$ cat config.mk
export PLATFORM = sky130hd
export DESIGN_NAME = regfile_write_arbiter
export DESIGN_NICKNAME = d
export VERILOG_FILES = /design/src/rtl/regfile_write_arbiter.sv
export SDC_FILE = /design/constraint.sdc
export NUM_CORES = 1
export LEC_CHECK = 0
export CAP_MARGIN = 25
export CORE_MARGIN = 4
export CORE_UTILIZATION = 40
export DETAILED_ROUTE_END_ITERATION = 6
export GPL_TIMING_DRIVEN = 0
export PLACE_DENSITY = 0.95
export SLEW_MARGIN = 10
export SYNTH_ARGS = -nofsm -noshare
export SYNTH_HDL_FRONTEND = slang
export SYNTH_SLANG_ARGS = --single-unit
$ cat constraint.sdc
create_clock -name clk -period 4.6 [get_ports clk]
set_input_delay 1.15 -clock clk [delete_from_list [all_inputs] [get_ports clk]]
set_output_delay 1.15 -clock clk [all_outputs]
set_load 0.03 [all_outputs]
$ cat src/rtl/regfile_write_arbiter.sv
// rtl/regfile_write_arbiter.sv - two-requester register-file write arbiter
// Round-robin between ALU (A) and load (B) writeback, one registered write per cycle.
module regfile_write_arbiter #(
    parameter int DATA_W = 16,
    parameter int ADDR_W = 3
) (
    input  logic                  clk,
    input  logic                  rst,
    input  logic                  a_valid,
    output logic                  a_ready,
    input  logic [ADDR_W-1:0]     a_dest,
    input  logic [DATA_W-1:0]     a_data,
    input  logic                  b_valid,
    output logic                  b_ready,
    input  logic [ADDR_W-1:0]     b_dest,
    input  logic [DATA_W-1:0]     b_data,
    input  logic                  hold,
    output logic                  reg_write_en,
    output logic [ADDR_W-1:0]     reg_write_dest,
    output logic [DATA_W-1:0]     reg_write_data,
    output logic [2**ADDR_W-1:0]  busy,
    output logic [7:0]            wr_count
);

    logic              prio_q, prio_d;
    logic              en_q, en_d;
    logic [ADDR_W-1:0] dest_q, dest_d;
    logic [DATA_W-1:0] data_q, data_d;
    logic [7:0]        cnt_q, cnt_d;

    // Readies are gated by rst so they drop the instant reset asserts.
    always_comb begin
        a_ready = 1'b0;
        b_ready = 1'b0;
        if (rst && !hold) begin
            if (a_valid && (!b_valid || !prio_q)) begin
                a_ready = 1'b1;
            end else if (b_valid) begin
                b_ready = 1'b1;
            end
        end
    end

    always_comb begin
        prio_d = prio_q;
        en_d   = 1'b0;
        dest_d = dest_q;
        data_d = data_q;
        // Register 0 is hardwired zero: the request is consumed but never written.
        if (a_valid && a_ready) begin
            en_d   = (a_dest != '0);
            dest_d = a_dest;
            data_d = a_data;
            prio_d = 1'b1;
        end else if (b_valid && b_ready) begin
            en_d   = (b_dest != '0);
            dest_d = b_dest;
            data_d = b_data;
            prio_d = 1'b0;
        end
        cnt_d = cnt_q + 8'(en_d);
    end

    always_ff @(posedge clk or negedge rst) begin
        if (!rst) begin
            prio_q <= 1'b0;
            en_q   <= 1'b0;
            dest_q <= '0;
            data_q <= '0;
            cnt_q  <= '0;
        end else begin
            prio_q <= prio_d;
            en_q   <= en_d;
            dest_q <= dest_d;
            data_q <= data_d;
            cnt_q  <= cnt_d;
        end
    end

    always_comb begin
        busy = '0;
        if (en_q) begin
            busy[dest_q] = 1'b1;
        end
    end

    assign reg_write_en   = en_q;
    assign reg_write_dest = dest_q;
    assign reg_write_data = data_q;
    assign wr_count       = cnt_q;

endmodule

# --- Word-level counts from Yosys, hierarchy flattened ---
# Index checks and enable logic that the tools add are counted.
# Widths: inputs -> output; s select.
op_classes:
  n_addsub: 1
  mul: 0
  div_mod_pow: 0
  n_lt_le_gt_ge: 2
  eq_ne: 0
  n_shift: 0
  mux: 16
  bitwise: 0
  n_reduce_logical: 12
ops:
  columns: ["op", "count"]
  rows:
  - ["$mux 16", 2]
  - ["$mux 1", 10]
  - ["$add 8x1->8", 1]
  - ["$mux 8", 1]
  - ["$mux 3", 2]
  - ["$reduce_bool 3->1", 2]
  - ["$logic_and 1x1->1", 5]
  - ["$lt 3x4->1 const B", 1]
  - ["$demux 1 s3", 1]
  - ["$ge 3x1->1 const B", 1]
  - ["$logic_not 1->1", 3]
  - ["$reduce_bool 2->1", 1]
  - ["$logic_or 1x1->1", 1]
totals:
  ff_bits: 29
  latch_bits: 0
  ram_bits: 0
  rom_bits: 0
  word_cells: 36
  mem_count: 0

# --- Depth between registers and ports, before layout ---
# Gate-level depths: netlist of the first run.
depth:
  depth_word: 9
  depth_mapped: 8
  depth_no_buf: 7

# --- Least setup slack after synthesis of the first run ---
# Ideal clock, no wire load.
synth_timing:
  path_kind: "input to output"
  from: "input port rst"
  to: "output port a_ready"
  t_arrival_ns: 1.866
  required_time_ns: 3.450
  setup_slack_ns: 1.584
  cell_stages: 3
  path_buffers: 1
  cell_sequence: "nor2b_4 clkbuf_1 and2_1"
synth_between:
  elab_chain_len: 2
synth_rtl:
  columns: ["element", "line", "text"]
  rows:
  - ["start, declared", "8", "input logic rst,"]
  - ["$logic_and 1x1->1", "35", "if (rst && !hold) begin"]
  - ["$mux 1", "35", null]
  - ["end, declared", "10", "output logic a_ready,"]
# Every way passes these cells.

# --- Final worst setup path of the first run ---
# Ends and elaborated chain as after synthesis.

==> results.tsv, run 1 <==
metric	value	unit
FMAX	232	MHz
Worst R2R Setup Slack	2480	ps
most frequent cells in the layout	clkdlybuf4s50_1 (79), dfrtp_1 (29), and3_1 (21), a221o_1 (19), nor2_1 (6)	
Synth cell types	24	
Port Buffers	80	
Synth Register Bits	29	
hpwl dp	3.37	mm
RR Startpoint	prio_q$_DFFE_PN0P_	
crit path kind	in2out	
Clock Latency Late Sink	320	ps
die area	0.00435	mm^2
fin cells	244	
Global Route Usage Sum	0.203	
die width	65.9	um
maximum VDD drop	200	uV
pin count of the biggest net entering global routing	31	
I/O pin count	81	
final WL	4.25	mm
Setup WS pre-CTS	247	ps
ant diodes	0	
total number of vias	1297	
Final nets	245	
Post-route DRC	0	
area leader, netlist	dfrtp_1	
Clock Skews	4.01	ps
Critical Path Source	rst	
TritonCTS clock tree	built	
yosys warns	0	
setup_tns	0	ps
initial DRC count	77	
global route overflow	0	
row count	20	
CTS resizes	0	
Syn Nets	158	
Syn Area/Cell	11.9	um^2
TritonRoute pass-1 iters	4	
vias in the first global route	1349	
register area share after synthesis	0.541	
initial antenna violation count	0	
crit path DAT	3160	ps
post-placement cell count	237	
commonest non-fill, non-tap cell in the layout	clkdlybuf4s50_1	
chip height	65.9	um
htree depth	2	
Crit path required time	3450	ps
Final min period	4310	ps
Critical Path Source Type	input pin	
Worst Setup EP	a_ready	
effective utilization at floorplan	0.429	
Syn-to-layout area delta	67.5	%
reg2reg end	wr_count[6]$_DFF_PN0_	
post-route ant nets	0	
RSZ-0062 raised after global routing	false	
Routed WL per cell	17.4	um
GP Congestion	0.804	
Mapped Cells	113	
# setup viols final	0	
status	complete, no violations	
Crit. End Element	output pin	
cts hold-fix bufs	0	
Sink Count	29	
CTS buffer count	5	
reg2reg path depth	8	
largest cells by area after synthesis	dfrtp_1 (54%), a221o_1 (14%), and3_1 (9.8%)	
Fillers	226	
final worst-path cycle share	0.938	
number of hold violations in the final report	0	
Max Slew Vio Count	0	
Leak	0.993	nW
Hold Crit Class	reg2reg	
core area	0.00313	mm^2
Post-CTS Setup Repair Bufs	0	
vias per cell	5.32	
Post-Syn Area	0.00134	mm^2
Tightest Pin Transition	651	ps
Reg clk slew, reported paths	80	ps
final worst setup slack	286	ps
maximum fanout along the worst path	30	
Slew HR	0.566	
top-area cell type share of the netlist area	0.541	
clk buf depth	2	
Root Driver	clkbuf_4	
Power Density	394	mW/mm^2
first-pass GRT wire length	6.52	mm
total of max-cap violations	0	
share of layout cells above drive strength 1	0.0750	
[cells in the mapped netlist, drive strengths merged]
cell type,n
a31oi,1
nand2b,4
ha,2
nor2,6
nand2,2
and2,1
xor2,1
xnor2,5
nor2b,1
and3,22
buf,5
a221o,19
clkbuf,2
nand3,5
o31ai,1
o311ai,1
dfrtp,29
o21ai,1
nor3,2
a21boi,2
a21oi,1
[cell families (layout without fill, tap and decap cells)]
group                      after synthesis  after routing  synth area share
buffers and inverters                    7             94            0.0335
DFF                                     29             29             0.541
and+or+nand+nor                         43             43             0.188
xor gates and xnor gates                 6              6            0.0391
adders and majority gates                2              2            0.0186
AOI/OAI and AO/OA                       26             26             0.180
[layout make-up]
| type | instances | area, um^2 | area share |
|---|---|---|---|
| repair buffers | 80 | 796 | 0.354 |
| plain buffers | 7 | 45.0 | 0.0200 |
| flip-flops and latches | 29 | 726 | 0.323 |
| multi-input cells | 77 | 572 | 0.254 |
| clock buffers | 7 | 55.1 | 0.0245 |
| well taps | 44 | 55.1 | 0.0245 |
[metrics by stage]
stage | util | cell area [um^2] | hold slack (ps) | power, mW
2_1_floorplan | - | 1340 | 472 | 0.548
3_3_place_gp | 0.703 | 2200 | 460 | 0.724
3_5_place_dp | 0.701 | 2190 | 462 | 0.738
4_1_cts | 0.719 | 2250 | 477 | 0.893
5_1_grt | 0.719 | 2250 | 482 | 0.927
6_report | 0.719 | 2250 | 470 | 0.885
[worst max-delay path, stage by stage]
cell,delay (ps)
buf_2,510
nor2b_4,340
clkbuf_1,310
and2_1,180
clkdlybuf4s50_1,660
[sequential cells by signal, summed over array words and instances (netlist names)]
| name | flops |
|---|---|
| reg_write_data | 16 |
| wr_count | 8 |
| reg_write_dest | 3 |
| prio_q | 1 |
| reg_write_en | 1 |
[metal layers]
metal / global-route usage / up-vias / wire (um)
met5: 0 / - / 0
met4: 0.0914 / 0 / 80
met3: 0.0425 / 10 / 257
met2: 0.373 / 55 / 2320
met1: 0.220 / 618 / 1600
li1: - / 614 / -
[worst min-delay path by stage]
stage | from | endpoint | cells past startpoint
2_1_floorplan | prio_q$_DFFE_PN0P_ | prio_q$_DFFE_PN0P_ | 1
3_3_place_gp | wr_count[7]$_DFF_PN0_ | wr_count[7]$_DFF_PN0_ | 1
3_5_place_dp | wr_count[7]$_DFF_PN0_ | wr_count[7]$_DFF_PN0_ | 1
4_1_cts | wr_count[7]$_DFF_PN0_ | wr_count[7]$_DFF_PN0_ | 1
5_1_grt | wr_count[7]$_DFF_PN0_ | wr_count[7]$_DFF_PN0_ | 1
6_report | wr_count[7]$_DFF_PN0_ | wr_count[7]$_DFF_PN0_ | 1
[power by group]
group | total [mW] | internal [mW] | leakage (nW) | switching, mW
registers | 0.362 | 0.311 | 0.365 | 0.0504
logic | 0.369 | 0.175 | 0.597 | 0.193
clock network | 0.154 | 0.0720 | 0.0314 | 0.0824
total | 0.885 | 0.559 | 0.993 | 0.326
Note: power is estimated with default switching activity, not from simulation.
==> inputs of run 2 (changes only) <==
==> constraint.sdc (replaced) <==
create_clock -name clk -period 4.6 [get_ports clk]
set_input_delay 1.15 -clock clk [delete_from_list [all_inputs] [get_ports clk]]
set_output_delay 1.15 -clock clk [all_outputs]
set_load 0.05 [all_outputs]
==> results.tsv, run 2 (synthesis results as in run 1) <==
metric	value	unit	change
FMAX	234	MHz	+0.96%
Syn-to-layout area delta	67.7	%	
Routed WL per cell	17.4	um	about the same
RSZ-0062 raised after global routing	false		
number of hold violations in the final report	0		unchanged
ant diodes	0		unchanged
Power Density	433	mW/mm^2	+9.9%
htree depth	2		unchanged
Hold Slack	470	ps	unchanged
Sink Count	29		unchanged
final worst setup slack	327	ps	+41.2 ps
Critical Path Source Type	input pin		
vias per cell	5.32		unchanged
Clock Skews	4.01	ps	unchanged
most frequent cells in the layout	clkdlybuf4s50_1 (79), dfrtp_1 (29), and3_1 (21), a221o_1 (19)		
Crit path required time	3450	ps	about the same
CP top delay family	buffers and inverters		
clk buf depth	2		unchanged
Tightest Pin Transition	513	ps	-139 ps
Port Buffers	80		unchanged
Post-CTS Setup Repair Bufs	0		unchanged
die area	0.00435	mm^2	unchanged
Slew HR	0.657		+0.0914
global route overflow	0		unchanged
TritonCTS clock tree	built		
CTS buffer count	5		unchanged
effective utilization at floorplan	0.429		unchanged
chip height	65.9	um	unchanged
vias in the first global route	1349		unchanged
crit-path cells	clkdlybuf4s50_1, a21boi_1, buf_2, and2_1, clkdlybuf4s50_1		
status	complete, no violations		
# setup viols final	0		unchanged
total of max-cap violations	0		unchanged
most used cell, CP	clkdlybuf4s50_1		
post-placement cell count	237		unchanged
Leak	0.994	nW	about the same
Clock Latency Late Sink	320	ps	about the same
GP Congestion	0.804		unchanged
Reg clk slew, reported paths	80	ps	about the same
total number of vias	1297		unchanged
max incr delay on CP	800	ps	+140 ps
Final min period	4270	ps	-41.2 ps
core area	0.00313	mm^2	unchanged
initial antenna violation count	0		unchanged
max FFs per register	16		unchanged
commonest non-fill, non-tap cell in the layout	clkdlybuf4s50_1		
crit path DAT	3120	ps	-40 ps
fin cells	244		unchanged
final core utilization	0.720		+0.000800
Setup WS pre-CTS	114	ps	-133 ps
die width	65.9	um	unchanged
first-pass GRT wire length	6.52	mm	unchanged
Bufs and invs on worst path	3		unchanged
maximum VDD drop	231	uV	+16%
final worst-path cycle share	0.929		-0.00896
TritonRoute pass-1 iters	4		unchanged
share of layout cells above drive strength 1	0.0750		unchanged
final WL	4.25	mm	about the same
setup_tns	0	ps	unchanged
Root Driver	clkbuf_4		
row count	20		unchanged
hpwl dp	3.37	mm	unchanged
crit path kind	in2out		
Max Slew Vio Count	0		unchanged
initial DRC count	77		unchanged
pin count of the biggest net entering global routing	31		unchanged
I/O pin count	81		unchanged
Hold Crit Class	reg2reg		
maximum fanout along the worst path	10		-67%
Post-route DRC	0		unchanged
Final nets	245		unchanged
Crit. End Element	output pin		
Global Route Usage Sum	0.203		unchanged
post-route ant nets	0		unchanged
Slowest cell on crit path	clkdlybuf4s50_1		
-- run 2: changes by cell type in the layout (fill, tap and decap cells not counted), sizes merged --
cell    change
clkbuf      +1
buf         -1
-- run 2: path summary, 6_finish.rpt --
| path | endpoint | slack (ps) | cells past startpoint | startpoint |
|---|---|---|---|---|
| worst max-delay path | a_ready | 330 | 5 | a_valid |
| worst min-delay path | wr_count[7]$_DFF_PN0_ | 470 | 1 | wr_count[7]$_DFF_PN0_ |
| worst max register to register | wr_count[6]$_DFF_PN0_ | 2480 | 8 | prio_q$_DFFE_PN0P_ |
| worst min register to register | wr_count[7]$_DFF_PN0_ | 470 | 1 | wr_count[7]$_DFF_PN0_ |
| max in group asynchronous | reg_write_dest[0]$_DFFE_PN0P_ | 3530 | 1 | rst |
| min in group asynchronous | reg_write_data[5]$_DFFE_PN0P_ | 780 | 1 | rst |
-- run 2: where the power goes --
part / leakage [nW] / total [mW] / switching [mW] / internal (mW)
combinational: 0.598 / 0.457 / 0.283 / 0.175
clock: 0.0314 / 0.154 / 0.0824 / 0.0720
sequential: 0.365 / 0.362 / 0.0504 / 0.311
total: 0.994 / 0.974 / 0.415 / 0.558
-- run 2: cell type report --
cell class / instances / area, um^2
fill: 225 / 877
timing repair buffer: 80 / 798
sequential: 29 / 726
multi-input combinational: 77 / 572
clock buffer: 7 / 55.1
tap: 44 / 55.1
buffer: 7 / 45.0
-- run 2: stage by stage --
step | power (mW) | area (um^2)
floorplan | 0.636 | 1340
global placement | 0.813 | 2200
detailed placement | 0.826 | 2190
CTS | 0.981 | 2250
global route | 1.02 | 2250
finish | 0.974 | 2250
-- run 2: repair_timing --
item | in CTS | in global routing
hold endpoints to repair | 0 | 0
resized for setup | 0 | 1
hold buffers | 0 | 0
endpoints found under the setup margin | 0 | 1
-- run 2: worst reg2reg max path: stages (launching register included) --
cell and delay [ps]:
dfrtp_1 410, a21boi_1 230, buf_2 240, o31ai_1 90
a21boi_0 270, ha_1 270, ha_1 230, nand3_1 120
xnor2_1 160
-- run 2: layer usage --
metal / GRT usage / up-vias / share of wire
li1: - / 614 / -
met1: 0.220 / 618 / 0.38
met2: 0.373 / 55 / 0.54
met3: 0.0425 / 10 / 0.060
met4: 0.0914 / 0 / 0.019
met5: 0 / - / 0
